$ cat config.mk
export PLATFORM = sky130hd
export DESIGN_NAME = muldiv_seq_flat
export DESIGN_NICKNAME = d
export VERILOG_FILES = /design/src/rtl/muldiv_pkg.sv /design/src/rtl/muldiv_if.sv /design/src/rtl/muldiv_step.sv /design/src/rtl/muldiv_seq.sv /design/src/flat_wrapper.sv
export SDC_FILE = /design/constraint.sdc
export NUM_CORES = 1
export LEC_CHECK = 0
export BUFFER_PORTS_ARGS = -buffer_cell sky130_fd_sc_hd__buf_2
export CORE_ASPECT_RATIO = 1.2
export CORE_MARGIN = 5
export CORE_UTILIZATION = 50
export CTS_CLUSTER_DIAMETER = 200
export DETAILED_ROUTE_END_ITERATION = 6
export GPL_ROUTABILITY_DRIVEN = 0
export MAX_ROUTING_LAYER = met4
export PLACE_DENSITY_LB_ADDON = 0.1
export SLEW_MARGIN = 20
export SYNTH_ARGS = -nofsm -noshare
export SYNTH_HDL_FRONTEND = slang
export SYNTH_SLANG_ARGS = --single-unit
$ cat constraint.sdc
create_clock -name i_clk -period 15.2 [get_ports i_clk]
set_input_delay 2.28 -clock i_clk [delete_from_list [all_inputs] [get_ports i_clk]]
set_output_delay 2.28 -clock i_clk [all_outputs]
set_load 0.01 [all_outputs]
$ cat src/rtl/muldiv_pkg.sv
`default_nettype none
// ============================================================================
// Module   : muldiv_pkg
// Brief    : Shared encodings and decode helpers for the muldiv sequencer.
//            This package holds the funct3 opcodes, the FSM state codes and
//            the per-op signedness and result-half selectors.
// Revision : 1.0  initial release
// ============================================================================
package muldiv_pkg;

    typedef logic [2:0] op_t;

    // funct3 encodings of the M-extension ops
    localparam op_t c_op_mul    = 3'b000;
    localparam op_t c_op_mulh   = 3'b001;
    localparam op_t c_op_mulhsu = 3'b010;
    localparam op_t c_op_mulhu  = 3'b011;
    localparam op_t c_op_div    = 3'b100;
    localparam op_t c_op_divu   = 3'b101;
    localparam op_t c_op_rem    = 3'b110;
    localparam op_t c_op_remu   = 3'b111;

    // Sequencer states
    localparam logic [1:0] c_st_idle = 2'd0;
    localparam logic [1:0] c_st_calc = 2'd1;
    localparam logic [1:0] c_st_fix  = 2'd2;
    localparam logic [1:0] c_st_done = 2'd3;

    // All divide and remainder ops have funct3[2] set
    function automatic logic is_div(input op_t op);
        return op[2];
    endfunction

    // rs1 is treated as signed for MULH, MULHSU, DIV and REM
    function automatic logic is_signed_0(input op_t op);
        return (op == c_op_mulh) || (op == c_op_mulhsu) ||
               (op == c_op_div)  || (op == c_op_rem);
    endfunction

    // rs2 is treated as signed for MULH, DIV and REM
    function automatic logic is_signed_1(input op_t op);
        return (op == c_op_mulh) || (op == c_op_div) || (op == c_op_rem);
    endfunction

    // Multiplies other than MUL return the upper half of the product
    function automatic logic sel_high(input op_t op);
        return !op[2] && (op[1:0] != 2'b00);
    endfunction

endpackage : muldiv_pkg
`default_nettype wire

$ cat src/rtl/muldiv_if.sv
`default_nettype none
// ============================================================================
// Module   : muldiv_if
// Brief    : Request/response bundle between the execute stage and the
//            muldiv sequencer. The master is the pipeline and the slave is
//            the sequencer.
// Revision : 1.0  initial release
// ============================================================================
interface muldiv_if #(
    parameter int WIDTH       = 32,
    parameter int RF_ADD_SIZE = 5
);
    logic                   i_start;
    logic                   i_flush;
    logic [2:0]             i_op;
    logic [WIDTH-1:0]       i_op_0;
    logic [WIDTH-1:0]       i_op_1;
    logic [RF_ADD_SIZE-1:0] i_dst;
    logic                   o_busy;
    logic                   o_stall;
    logic                   o_done;
    logic [WIDTH-1:0]       o_result;
    logic [RF_ADD_SIZE-1:0] o_dst;

    modport master (
        output i_start, i_flush, i_op, i_op_0, i_op_1, i_dst,
        input  o_busy, o_stall, o_done, o_result, o_dst
    );

    modport slave (
        input  i_start, i_flush, i_op, i_op_0, i_op_1, i_dst,
        output o_busy, o_stall, o_done, o_result, o_dst
    );
endinterface : muldiv_if
`default_nettype wire

$ cat src/rtl/muldiv_step.sv
`default_nettype none
// ============================================================================
// Module   : muldiv_step
// Brief    : One combinational iteration of the shared datapath.
//            Multiply: shift-add on the multiplier LSB, {hi,lo} >> 1.
//            Divide  : restoring trial-subtract on the {rem,quot} register.
// Revision : 1.0  initial release
// ============================================================================
module muldiv_step #(
    parameter int WIDTH = 32
) (
    input  wire logic                 i_div,
    input  wire logic [2*WIDTH-1:0]   i_acc,
    input  wire logic [WIDTH-1:0]     i_opb,
    output logic      [2*WIDTH-1:0]   o_acc
);
    logic [WIDTH-1:0] w_hi;
    logic [WIDTH-1:0] w_lo;
    logic [WIDTH:0]   w_sum;
    logic [WIDTH:0]   w_shift_hi;
    logic             w_ge;
    logic [WIDTH-1:0] w_diff;

    assign w_hi = i_acc[2*WIDTH-1:WIDTH];
    assign w_lo = i_acc[WIDTH-1:0];

    // Multiply partial sum keeps the carry so it can shift into the top bit
    assign w_sum = {1'b0, w_hi} + {1'b0, i_opb};

    // Remainder after shifting in the next dividend bit; it can need WIDTH+1
    // bits, but whenever it is >= divisor the difference fits in WIDTH bits
    assign w_shift_hi = {w_hi, w_lo[WIDTH-1]};
    assign w_ge       = (w_shift_hi >= {1'b0, i_opb});
    assign w_diff     = w_shift_hi[WIDTH-1:0] - i_opb;

    // Select the next accumulator value for the active operation
    always_comb begin
        o_acc = i_acc;
        if (i_div) begin
            if (w_ge) begin
                o_acc = {w_diff, w_lo[WIDTH-2:0], 1'b1};
            end else begin
                o_acc = {w_shift_hi[WIDTH-1:0], w_lo[WIDTH-2:0], 1'b0};
            end
        end else begin
            if (w_lo[0]) begin
                o_acc = {w_sum, w_lo[WIDTH-1:1]};
            end else begin
                o_acc = {1'b0, w_hi, w_lo[WIDTH-1:1]};
            end
        end
    end

endmodule : muldiv_step
`default_nettype wire

$ cat src/rtl/muldiv_seq.sv
`default_nettype none
// ============================================================================
// Module   : muldiv_seq
// Brief    : Iterative RISC-V M-extension sequencer. Works on operand
//            magnitudes for WIDTH cycles, then applies sign correction and
//            the div-by-zero and overflow overrides in FIX. The result is
//            presented with a one-cycle done pulse in DONE.
//            Optional macro MULDIV_EARLY_OUT_EN: zero-operand ops skip CALC.
// Revision : 1.0  initial release
// ============================================================================
module muldiv_seq
    import muldiv_pkg::*;
#(
    parameter int WIDTH       = 32,
    parameter int RF_ADD_SIZE = 5
) (
    input  wire logic i_clk,
    input  wire logic i_rst,
    muldiv_if.slave   bus
);
    localparam int                 c_cnt_w   = $clog2(WIDTH);
    localparam logic [c_cnt_w-1:0] c_last    = c_cnt_w'(WIDTH - 1);
    localparam logic [c_cnt_w-1:0] c_cnt_one = c_cnt_w'(1);
    localparam logic [WIDTH-1:0]   c_min_neg = {1'b1, {(WIDTH-1){1'b0}}};

    logic [1:0]             r_state;
    logic [c_cnt_w-1:0]     r_count;
    logic [2:0]             r_op;
    logic [2*WIDTH-1:0]     r_acc;
    logic [WIDTH-1:0]       r_opb;
    logic [WIDTH-1:0]       r_op0;
    logic                   r_neg_q;
    logic                   r_neg_r;
    logic                   r_dz;
    logic                   r_ovf;
    logic [RF_ADD_SIZE-1:0] r_dst_pend;
    logic [RF_ADD_SIZE-1:0] r_dst;
    logic [WIDTH-1:0]       r_result;

    logic                   w_idle_or_done;
    logic                   w_busy;
    logic                   w_accept;
    logic                   w_s0;
    logic                   w_s1;
    logic [WIDTH-1:0]       w_abs0;
    logic [WIDTH-1:0]       w_abs1;
    logic                   w_dz;
    logic                   w_ovf;
    logic                   w_early;
    logic [2*WIDTH-1:0]     w_step_acc;
    logic [2*WIDTH-1:0]     w_prod;
    logic [WIDTH-1:0]       w_quot;
    logic [WIDTH-1:0]       w_rem;
    logic [WIDTH-1:0]       w_fix;

    assign w_idle_or_done = (r_state == c_st_idle) || (r_state == c_st_done);
    assign w_busy         = (r_state == c_st_calc) || (r_state == c_st_fix);
    assign w_accept       = bus.i_start & ~bus.i_flush & w_idle_or_done;

    // Operand signs and magnitudes; the most-negative value maps onto its
    // own unsigned magnitude, which is exactly what the datapath needs
    assign w_s0   = is_signed_0(bus.i_op) & bus.i_op_0[WIDTH-1];
    assign w_s1   = is_signed_1(bus.i_op) & bus.i_op_1[WIDTH-1];
    assign w_abs0 = w_s0 ? -bus.i_op_0 : bus.i_op_0;
    assign w_abs1 = w_s1 ? -bus.i_op_1 : bus.i_op_1;
    assign w_dz   = (bus.i_op_1 == '0);
    assign w_ovf  = is_div(bus.i_op) & is_signed_1(bus.i_op) &
                    (bus.i_op_0 == c_min_neg) & (&bus.i_op_1);

`ifdef MULDIV_EARLY_OUT_EN
    // A zero divisor, or any zero multiply operand, has a known answer
    assign w_early = w_dz | (~is_div(bus.i_op) & (bus.i_op_0 == '0));
`else
    assign w_early = 1'b0;
`endif

    muldiv_step #(
        .WIDTH (WIDTH)
    ) u_step (
        .i_div (is_div(r_op)),
        .i_acc (r_acc),
        .i_opb (r_opb),
        .o_acc (w_step_acc)
    );

    assign w_prod = r_neg_q ? -r_acc : r_acc;
    assign w_quot = r_neg_q ? -r_acc[WIDTH-1:0] : r_acc[WIDTH-1:0];
    assign w_rem  = r_neg_r ? -r_acc[2*WIDTH-1:WIDTH] : r_acc[2*WIDTH-1:WIDTH];

    // Final result selection, with the architectural special cases on top
    always_comb begin
        w_fix = '0;
        if (!is_div(r_op)) begin
            w_fix = sel_high(r_op) ? w_prod[2*WIDTH-1:WIDTH] : w_prod[WIDTH-1:0];
        end else if (r_dz) begin
            w_fix = r_op[1] ? r_op0 : '1;
        end else if (r_ovf) begin
            w_fix = r_op[1] ? '0 : c_min_neg;
        end else begin
            w_fix = r_op[1] ? w_rem : w_quot;
        end
    end

    // Request capture, iteration and result commit. The tag is committed to
    // o_dst together with the result so a flushed op leaves both untouched.
    always_ff @(posedge i_clk or posedge i_rst) begin
        if (i_rst) begin
            r_state    <= c_st_idle;
            r_count    <= '0;
            r_op       <= '0;
            r_acc      <= '0;
            r_opb      <= '0;
            r_op0      <= '0;
            r_neg_q    <= 1'b0;
            r_neg_r    <= 1'b0;
            r_dz       <= 1'b0;
            r_ovf      <= 1'b0;
            r_dst_pend <= '0;
            r_dst      <= '0;
            r_result   <= '0;
        end else if (bus.i_flush) begin
            r_state <= c_st_idle;
            r_count <= '0;
        end else begin
            case (r_state)
                c_st_idle, c_st_done: begin
                    if (w_accept) begin
                        r_op       <= bus.i_op;
                        r_dst_pend <= bus.i_dst;
                        r_op0      <= bus.i_op_0;
                        r_acc      <= w_early ? '0 : {{WIDTH{1'b0}}, w_abs0};
                        r_opb      <= w_abs1;
                        r_neg_q    <= w_s0 ^ w_s1;
                        r_neg_r    <= w_s0;
                        r_dz       <= w_dz;
                        r_ovf      <= w_ovf;
                        r_count    <= '0;
                        r_state    <= w_early ? c_st_fix : c_st_calc;
                    end else begin
                        r_state <= c_st_idle;
                    end
                end
                c_st_calc: begin
                    r_acc   <= w_step_acc;
                    r_count <= r_count + c_cnt_one;
                    if (r_count == c_last) begin
                        r_state <= c_st_fix;
                    end
                end
                c_st_fix: begin
                    r_result <= w_fix;
                    r_dst    <= r_dst_pend;
                    r_state  <= c_st_done;
                end
                default: begin
                    r_state <= c_st_idle;
                end
            endcase
        end
    end

    assign bus.o_busy   = w_busy;
    assign bus.o_stall  = w_accept | w_busy;
    assign bus.o_done   = (r_state == c_st_done);
    assign bus.o_result = r_result;
    assign bus.o_dst    = r_dst;

endmodule : muldiv_seq
`default_nettype wire

$ cat src/flat_wrapper.sv
// flat-port wrapper written by rule: the top's interface ports become plain ports
module muldiv_seq_flat import muldiv_pkg::*;
#(
    parameter int WIDTH       = 32,
    parameter int RF_ADD_SIZE = 5
)
  (i_clk, i_rst, bus_i_start, bus_i_flush, bus_i_op, bus_i_op_0, bus_i_op_1, bus_i_dst, bus_o_busy, bus_o_stall, bus_o_done, bus_o_result, bus_o_dst);
  muldiv_if #(.WIDTH(WIDTH), .RF_ADD_SIZE(RF_ADD_SIZE)) bus_i ();
  input  wire logic i_clk;
  input  wire logic i_rst;
  input wire logic [$bits(bus_i.i_start)-1:0] bus_i_start;
  input wire logic [$bits(bus_i.i_flush)-1:0] bus_i_flush;
  input wire logic [$bits(bus_i.i_op)-1:0] bus_i_op;
  input wire logic [$bits(bus_i.i_op_0)-1:0] bus_i_op_0;
  input wire logic [$bits(bus_i.i_op_1)-1:0] bus_i_op_1;
  input wire logic [$bits(bus_i.i_dst)-1:0] bus_i_dst;
  output wire logic [$bits(bus_i.o_busy)-1:0] bus_o_busy;
  output wire logic [$bits(bus_i.o_stall)-1:0] bus_o_stall;
  output wire logic [$bits(bus_i.o_done)-1:0] bus_o_done;
  output wire logic [$bits(bus_i.o_result)-1:0] bus_o_result;
  output wire logic [$bits(bus_i.o_dst)-1:0] bus_o_dst;
  assign bus_i.i_start = bus_i_start;
  assign bus_i.i_flush = bus_i_flush;
  assign bus_i.i_op = bus_i_op;
  assign bus_i.i_op_0 = bus_i_op_0;
  assign bus_i.i_op_1 = bus_i_op_1;
  assign bus_i.i_dst = bus_i_dst;
  assign bus_o_busy = bus_i.o_busy;
  assign bus_o_stall = bus_i.o_stall;
  assign bus_o_done = bus_i.o_done;
  assign bus_o_result = bus_i.o_result;
  assign bus_o_dst = bus_i.o_dst;
  muldiv_seq #(.WIDTH(WIDTH), .RF_ADD_SIZE(RF_ADD_SIZE)) u_core (.i_clk(i_clk), .i_rst(i_rst), .bus(bus_i));
endmodule
After elaboration in Yosys (flattened, before gate mapping):

Index checks and enable logic that the tools add are counted.

* bits in registers: 184
* bits in latches: 0
* memory bits (writable): 0
* memory bits (read-only): 0
* output and inout bits: 40
* memories kept: 0

* $add $sub $neg: 8
* $mul: 0
* divide/modulo/power cells: 0
* $lt $le $gt $ge: 1
* eq/ne operators: 12
* shift-type cells: 0
* mux-type cells: 24
* bitwise logic cells: 10
* reduce and logical (&&, ||, !) cells: 20

Operators by type and width (number)
* two-way mux 32 bit: 11
* two-way mux 64 bit: 5
* negation 32 bit: 4
* one-hot mux 64 bit (2 select lines): 1
* negation 64 bit: 1
* adder 32 x 32 -> 33 bit: 1
* greater-or-equal comparator 33 x 32 -> 1 bit: 1
* equality test 32 bit, second input constant: 1
* logical NOT 32 bit: 1
* AND reduction 32 bit: 1
* subtractor 32 bit: 1
* two-way mux 5 bit: 2
* one-hot mux 5 bit (2 select lines): 1
* AND 1 bit: 7
* logical OR 1 bit: 7
* equality test 3 bit, second input constant: 2
* one-hot mux 2 bit (3 select lines): 1
* AND reduction 3 bit: 2
* adder 5 x 1 -> 5 bit, second input constant: 1
* equality test 5 bit, second input constant: 1
* equality test 2 bit, second input constant: 2
* two-way mux 2 bit: 2
* AND reduction 2 bit: 2
* nonzero test 2 bit: 2
* 15 further kinds: 15

Depth between registers and ports, before layout:

Gate-level depths: netlist (run 1).

* depth after elaboration: 8
* gate-level depth with buffers: 13

By module:

From an unflattened synthesis (run 1), not the netlist that was laid out.

* cells, all modules: 2212
* area total of the unflattened synthesis: 17247.8 µm²

By module, submodules not included
* muldiv_seq: instances 1, cells each 1460, area an instance 12127.9 µm²
* muldiv_step: instances 1, cells each 752, area an instance 5119.9 µm²

Worst setup path after synthesis (run 1):

Ideal clock, no wire load.

* path kind: input -> output
* start: in bus_i_start
* end: out bus_o_stall
* arrival: 2.869 ns
* data required time: 12.920 ns
* setup slack: 10.051 ns
* stages: 3
* buffers on the path: 1
* cell sequence: clkbuf_1 -> inv_1 -> o21ai_0

* cells in the longest elaborated chain, start to end: 3

RTL lines
* start: declaration: RTL line flat_wrapper.sv:11 `input wire logic [$bits(bus_i.i_start)-1:0] bus_i_start;`
* AND 1 bit (2 in a row): RTL line muldiv_seq.sv:58 `assign w_accept = bus.i_start & ~bus.i_flush & w_idle_or_done;`
* OR 1 bit: RTL line muldiv_seq.sv:163 `assign bus.o_stall = w_accept | w_busy;`
* end: declaration: RTL line flat_wrapper.sv:18 `output wire logic [$bits(bus_i.o_stall)-1:0] bus_o_stall;`

Every way passes these cells.

Final worst setup path (run 1):

Ends and elaborated chain as after synthesis.

==> results by group, run 1 <==
Run status
  • Status: finished with violations
  • Failing checks: design-rule violations

STA
  • Setup WS post-layout: slightly above 10 ns
  • Fin crit period: between 5 and 6 ns
  • F_max: between 0.15 and 0.2 GHz
  • RSZ-0062 raised after global routing: no
  • # setup viols final: 0
  • Final Cycle Share: between 30% and 40%
  • Clk_skew: between 0.015 and 0.02 ns
  • Worst slew margin: ~29%
  • Endpoints failing hold: 0
  • Pins Over Slew Limit: 0
  • Setup TNS: 0 ns
  • Tightest Pin Transition: 1.06 ns

Yosys
  • EDFF count, synth: 0
  • Syn_area_per_cell: about 7.8 um^2
  • Synth Flop Type: dfrtp_1
  • Post-Syn Area: roughly 17000 um^2
  • Sequential fraction of the synthesis area: between 20 and 30%
  • Yosys warns: 0
  • Synth Register Bits: around 180
  • Asr flop ratio synth: between 90% and 100%
  • Post-synthesis net count: between 2000 and 2500
  • Post-Syn Instances: approximately 2100
  • Synth unique cells: 83

Clock tree
  • Clock transition at path regs: 0.08 ns
  • Post-cts sizing count: 0
  • Clock latency on the worst-skew pair: 0.47 ns
  • CTS buffer count: 17
  • Root Buffer: clkbuf_16
  • CTS tree: done
  • CTS H-tree lvls: 4
  • CTS Sinks: 184
  • Cts hold-fix bufs: 0
  • Setup bufs post-CTS: 0
  • Clock Path Buffers: 2

Pwr
  • Leakage: just under 0.008 uW
  • Max VDD drop: approximately 0.00012 V
  • Power Dens Cells: around 260 nW/um^2

Job
  • Max cap viols: 0

Floorplanning
  • Boundary Pins: 116
  • Die area: about 37000 um^2
  • Die W: approximately 180 um
  • Die Y: 210 um
  • # rows: 73
  • Initial Utilization: approximately half
  • CORE AREA: around 33000 um^2

Final layout
  • Post-Layout Cell Count: roughly 2600
  • Area occupied by multi-input gates: approximately 11000 um^2
  • Layout cells sized above 1: between 10% and 20%
  • Fillcell total: 3197
  • Nets: around 2300
  • Final core utilization: between 50% and 60%
  • Area grow syn2layout: 8.04%
  • Reg area: roughly 4600 um^2

Global route
  • Grt total ovfl: 0
  • Largest net degree at the start of global routing: ~120
  • Vias in the first global route: roughly 15000
  • GRT Util Overall: ~30%
  • Initial antenna violation count: 1
  • First-pass GRT wire length: 86.0 mm

Detailed routing
  • Drt first pass iters: 7
  • Detail Route Antenna Nets: 0
  • DRC Markers: 6
  • Post-Route WL: 55.3 mm
  • Routed len/inst: ~21 um
  • Initial DRC count: ~1400
  • Average vias per placed instance: between 6 and 7
  • Via count: ~16000

Critical path
  • Worst R2R End: u_core.r_acc[58]
  • Critical Path End Type: output port
  • CP arrival: about 2.8 ns
  • Startpoint types: primary input
  • Critical Path RT: roughly 13 ns
  • Reg-to-reg setup timing slack: 10.70 ns
  • CP Max Fanout: 7
  • Worst setup path end: bus_o_stall
  • Setup crit start: bus_i_start
  • Worst-case reg-to-reg path depth: 13
  • RR Startpoint: u_core.r_acc[31]
  • Worst Setup Path Type: primary input to output port

Placed design
  • DP HPWL: 40.8 mm
  • I/O Buffers: roughly 120
  • Placed insts: 2562
  • Setup WS pre-CTS: a little under 10 ns

Hold path
  • Type of the worst min-delay path: flip-flop to flip-flop
==> worst max-delay path: stages <==
cell,delay (ns)
buf_2,0.15
inv_1,0.09
o21ai_0,0.13
buf_2,0.15
==> worst min path at each step <==
stage / start / to / slack, ns / depth (start not counted)
6_report: u_core.r_dst_pend[3] / u_core.bus.o_dst[3] / 0.47 / 2
5_1_grt: u_core.r_dst_pend[4] / u_core.bus.o_dst[4] / 0.51 / 2
4_1_cts: u_core.r_dst_pend[2] / u_core.bus.o_dst[2] / 0.48 / 2
3_5_place_dp: u_core.r_dst_pend[4] / u_core.bus.o_dst[4] / 0.46 / 2
3_3_place_gp: u_core.r_dst_pend[1] / u_core.bus.o_dst[1] / 0.45 / 2
2_1_floorplan: u_core.r_dst_pend[0] / u_core.bus.o_dst[0] / 0.43 / 2
==> final cells by class <==
class | instances | area share, %
well taps | 450 | 3.14
repair buffers | 138 | 4.17
clock buffers | 18 | 2.45
clock inverters | 14 | 0.788
flip-flops and latches | 184 | 25.7
inverters | 83 | 1.78
multi-input cells | 1707 | 62.0
diodes | 1 | 0.0140
==> through the flow <==
stage	hold WS (ns)	power (uW)	instance area, um^2
after floorplan	0.433	3240	16600
after global placement	0.451	4050	17300
after detailed placement	0.455	4100	17300
after CTS	0.480	4570	17900
after global routing	0.508	4980	17900
final	0.472	4640	17900
==> power by group <==
group	total [uW]	leakage, uW	switching, uW	internal, uW
logic	3100	0.00513	1910	1180
clock network	457	0.000286	233	224
registers	1080	0.00230	374	710
==> synth_stat cells (28+ instances only) <==
library cell / number / share of area, %
a21o_1: 29 / 1.3
a21oi_1: 130 / 3.9
clkbuf_1: 135 / 3.1
dfrtp_1: 184 / 28
ha_1: 75 / 5.7
inv_1: 82 / 1.9
mux2_2: 47 / 3.2
mux2i_1: 57 / 3.4
nand2_1: 297 / 6.7
nand3_1: 34 / 1.0
nor2_1: 145 / 3.3
nor3_1: 35 / 1.1
o211ai_1: 28 / 1.3
o21ai_0: 245 / 7.4
o31ai_1: 37 / 1.7
xnor2_1: 122 / 6.4
xor2_1: 71 / 3.7
==> routing by layer <==
metal  track usage, %  wire [um]  vias to the layer above
met5                -          0                        -
met4             14.7       2950                        0
met3             4.58       3780                      153
li1                 -          -                     7664
met2             47.6      25700                      670
met1             37.9      22900                     7632
==> cells by family (layout without fill, tap and decap cells) <==
group,count (synthesis),after routing,synth area share [%]
compound gates,663,663,25.3
xor+xnor,193,193,10.2
fa+ha+maj,77,77,5.89
buf+inv,239,253,5.53
flops,184,184,27.7
mux,104,104,6.63
other cells,0,1,0
simple gates,670,670,18.8
==> flip-flops by register name, indices dropped and copies added, names as in the netlist <==
signal and flops:
u_core.bus.o_dst 5, u_core.r_state 2, u_core.r_op0 32, u_core.r_acc 64, u_core.r_opb 32, u_core.r_neg_r 1
u_core.r_op 3, u_core.r_dz 1, u_core.r_count 5, u_core.r_neg_q 1, u_core.r_dst_pend 5, u_core.r_ovf 1
u_core.bus.o_result 32
==> cells in the final DEF, fill, tap and decap left out, types with 14 or more instances in the layout <==
master / instances
o31ai_1: 37
inv_1: 81
nand4_1: 24
clkbuf_16: 17
a31oi_1: 21
a32o_1: 14
ha_1: 74
nor4_1: 18
nand2b_1: 16
mux2i_1: 57
a21o_1: 29
nand3_1: 34
dfrtp_1: 182
nor2_1: 144
o41ai_1: 16
o211ai_1: 28
or3_1: 22
buf_2: 115
mux2_2: 47
buf_4: 23
xor2_1: 71
nor3_1: 35
nand2_1: 297
or4_1: 15
a211oi_1: 22
a21oi_1: 130
o21ai_0: 245
xnor2_1: 122
Note: power is estimated with default switching activity, not from simulation.
==> run 2: changes to the inputs <==
ABC_AREA = 1   (was unset)
clock period = 4.6 ns   (was 15.2 ns; I/O delays follow)
==> results by group, run 2 <==
Clock tree
  • CTS buffer count: 17
  • Clock transition at path regs: ~0.080 ns
  • CTS tree: done
  • Clock latency on the worst-skew pair: roughly 0.46 ns
  • Root Buffer: clkbuf_16
  • CTS Sinks: about 180
  • Post-cts sizing count: 0
  • Setup bufs post-CTS: 0
  • Cts hold-fix bufs: 0
  • CTS H-tree lvls: 4
  • Clock Path Buffers: 2

Job
  • Max cap viols: 0

Global route
  • Vias in the first global route: 22000
  • Initial antenna violation count: 3
  • Grt total ovfl: 0
  • First-pass GRT wire length: 127 mm
  • Largest net degree at the start of global routing: 93
  • GRT Util Overall: between 30% and 40%

Critical path
  • CP arrival: 3.84 ns
  • CP bufs+invs: 2
  • CP Max Fanout: 8
  • Slowest stage delay, CP: ~0.81 ns
  • Critical Path Slowest Stage Cell: o21ai_0
  • Worst-case reg-to-reg path depth: 13
  • Critical-path cell list: clkinv_1 -> ha_1 -> nand2_1 -> nor2_4 -> nand2_1 -> nand2_1 -> o21ai_0 -> nand3_1 -> nand2_1 -> nand2_1 -> nand3_1 -> nand2_1 -> inv_1
  • Delay-heaviest family, CP: simple AND/OR/NAND/NOR gates
  • Startpoint types: flip-flop
  • RR Startpoint: u_core.r_acc[32]
  • Most frequent CP cell: nand2_1
  • Worst R2R End: u_core.bus.o_result[10]
  • Worst Setup Path Type: flip-flop to flip-flop
  • Critical Path End Type: flip-flop
  • Critical Path RT: around 5.0 ns
  • Reg-to-reg setup timing slack: about 1.2 ns

STA
  • Setup TNS: 0 ns
  • Pins Over Slew Limit: 0
  • Final Cycle Share: about three quarters
  • Clk_skew: 0.0111 ns
  • Endpoints failing hold: 0
  • RSZ-0062 raised after global routing: no
  • Fin crit period: 3.43 ns
  • Worst slew margin: 19.0%
  • Tightest Pin Transition: 1.20 ns
  • Min Hold Slack: roughly 0.41 ns
  • # setup viols final: 0
  • Setup WS post-layout: approximately 1.2 ns
  • F_max: slightly below 0.3 GHz

Detailed routing
  • Detail Route Antenna Nets: 0
  • Post-Route WL: 84.0 mm
  • Drt first pass iters: 7
  • Routed len/inst: 21.9 um
  • DRC Markers: 9
  • Initial DRC count: around 2900
  • Average vias per placed instance: ~6
  • Via count: approximately 24000

Yosys
  • Adder-cell share of the synthesized area: 5.12%
  • Synth area leader: dfrtp_1
  • Simple-gate portion of the synthesized area: 42.5%
  • Post-synthesis mux area share: 0%
  • Most frequent cell after synthesis: nand2_1
  • Synth unique cells: 45
  • EDFF count, synth: 0
  • Sequential fraction of the synthesis area: approximately 24%
  • Commonest cells post-synth: nand2_1, nor2_1, inv_1
  • Post-synth top area share: 24.1%
  • Xor/xnor share of the synthesized area: under 10%
  • Synth Register Bits: 184
  • Synth Area in Compound Gates: 15.6%
  • Synth Flop Type: dfrtp_1
  • Asr flop ratio synth: 100%
  • Post-Syn Area: approximately 19000 um^2
  • Post-Syn Instances: 3304
  • Post-synthesis net count: around 3500
  • Largest family of logic cells by synthesized area: simple AND/OR/NAND/NOR gates
  • Yosys warns: 0
  • Area contributors post-synth: dfrtp_1, nand2_1, nand3_1, nor2_1, inv_1
  • Syn_area_per_cell: ~5.8 um^2

Placed design
  • I/O Buffers: between 100 and 150
  • DP HPWL: 65.0 mm
  • Setup WS pre-CTS: about 1.4 ns
  • Post-DP Area: approximately 20000 um^2

Run status
  • Failing checks: design-rule violations
  • Status: finished with violations

Final layout
  • Commonest non-fill, non-tap cell in the layout: nand2_1
  • Final core utilization: a little over half
  • Fin area: a little over 20000 um^2
  • Nets: roughly 3500
  • Layout cells sized above 1: just under 7%
  • Max reg flops: 64
  • Top reg by flops: u_core.r_acc
  • Area grow syn2layout: 7.65%
  • Most frequent cells in the layout: nand2_1, nor2_1, inv_1, nand3_1, o21ai_0

Pwr
  • Power Dens Cells: 843 nW/um^2
  • Leakage: ~0.011 uW
  • Max VDD drop: between 0.0003 and 0.0004 V

Floorplanning
  • Die area: 42200 um^2
  • Initial Utilization: between 50% and 60%
  • Die Y: roughly 220 um
  • # rows: 78
  • Die W: about 190 um
  • Boundary Pins: 116
  • CORE AREA: between 30000 and 40000 um^2

Hold path
  • Type of the worst min-delay path: primary input to asynchronous set/reset pin
==> run 2: changes by cell type after synthesis, sizes merged, moves of 35 or more <==
cell and delta:
nand2 +738, nand3 +324, inv +299, nor2 +263
xnor2 -114, a21oi +78, clkbuf -59, mux2i -57
mux2 -47, o31ai -35
==> run 2: through the flow <==
stage,cells,total power [uW]
after floorplan,3304,11400
after global placement,3804,15100
after detailed placement,3804,15200
after CTS,3836,16700
after global routing,3838,18500
final,3839,17300
==> run 2: logic make-up (layout without fill, tap and decap cells) <==
group | after synthesis | in the layout
buffers and inverters | 506 | 558
other | 0 | 3
AND/OR/NAND/NOR | 1928 | 1928
XOR/XNOR | 52 | 52
adder cells (fa/ha/maj) | 77 | 77
AO/OA/AOI/OAI | 557 | 557
flip-flops | 184 | 184
==> run 2: area by class of cell <==
type | count | area (um^2)
Multi-Input combinational cell | 2614 | 12500
Tap cell | 480 | 601
Inverter | 385 | 1450
Fill cell | 4023 | 17200
Sequential cell | 184 | 4610
Timing Repair Buffer | 141 | 783
Clock inverter | 14 | 138
Clock buffer | 18 | 429
Antenna cell | 3 | 7.51
==> run 2: layer usage <==
layer | up-vias | routed length (um) | track usage [%]
li1 | 10800 | - | -
met1 | 10800 | 29400 | 43.2
met2 | 1446 | 37800 | 63.3
met3 | 473 | 7410 | 7.57
met4 | 0 | 9380 | 33.8
met5 | - | 0 | -
==> run 2: power by group <==
group | switching, uW | internal (uW)
clock network | 747 | 715
registers | 1150 | 2340
logic | 8780 | 3590
==> run 2: worst max-delay path by stage <==
stage          slack (ns)                       to             start  cells after the start
2_1_floorplan        1.55      u_core.bus.o_dst[0]             i_rst                      1
3_3_place_gp         1.37  u_core.bus.o_result[10]  u_core.r_acc[32]                     13
3_5_place_dp         1.38  u_core.bus.o_result[10]  u_core.r_acc[32]                     13
4_1_cts              1.35  u_core.bus.o_result[10]  u_core.r_acc[32]                     13
5_1_grt              1.09  u_core.bus.o_result[10]  u_core.r_acc[32]                     13
6_report             1.17  u_core.bus.o_result[10]  u_core.r_acc[32]                     13
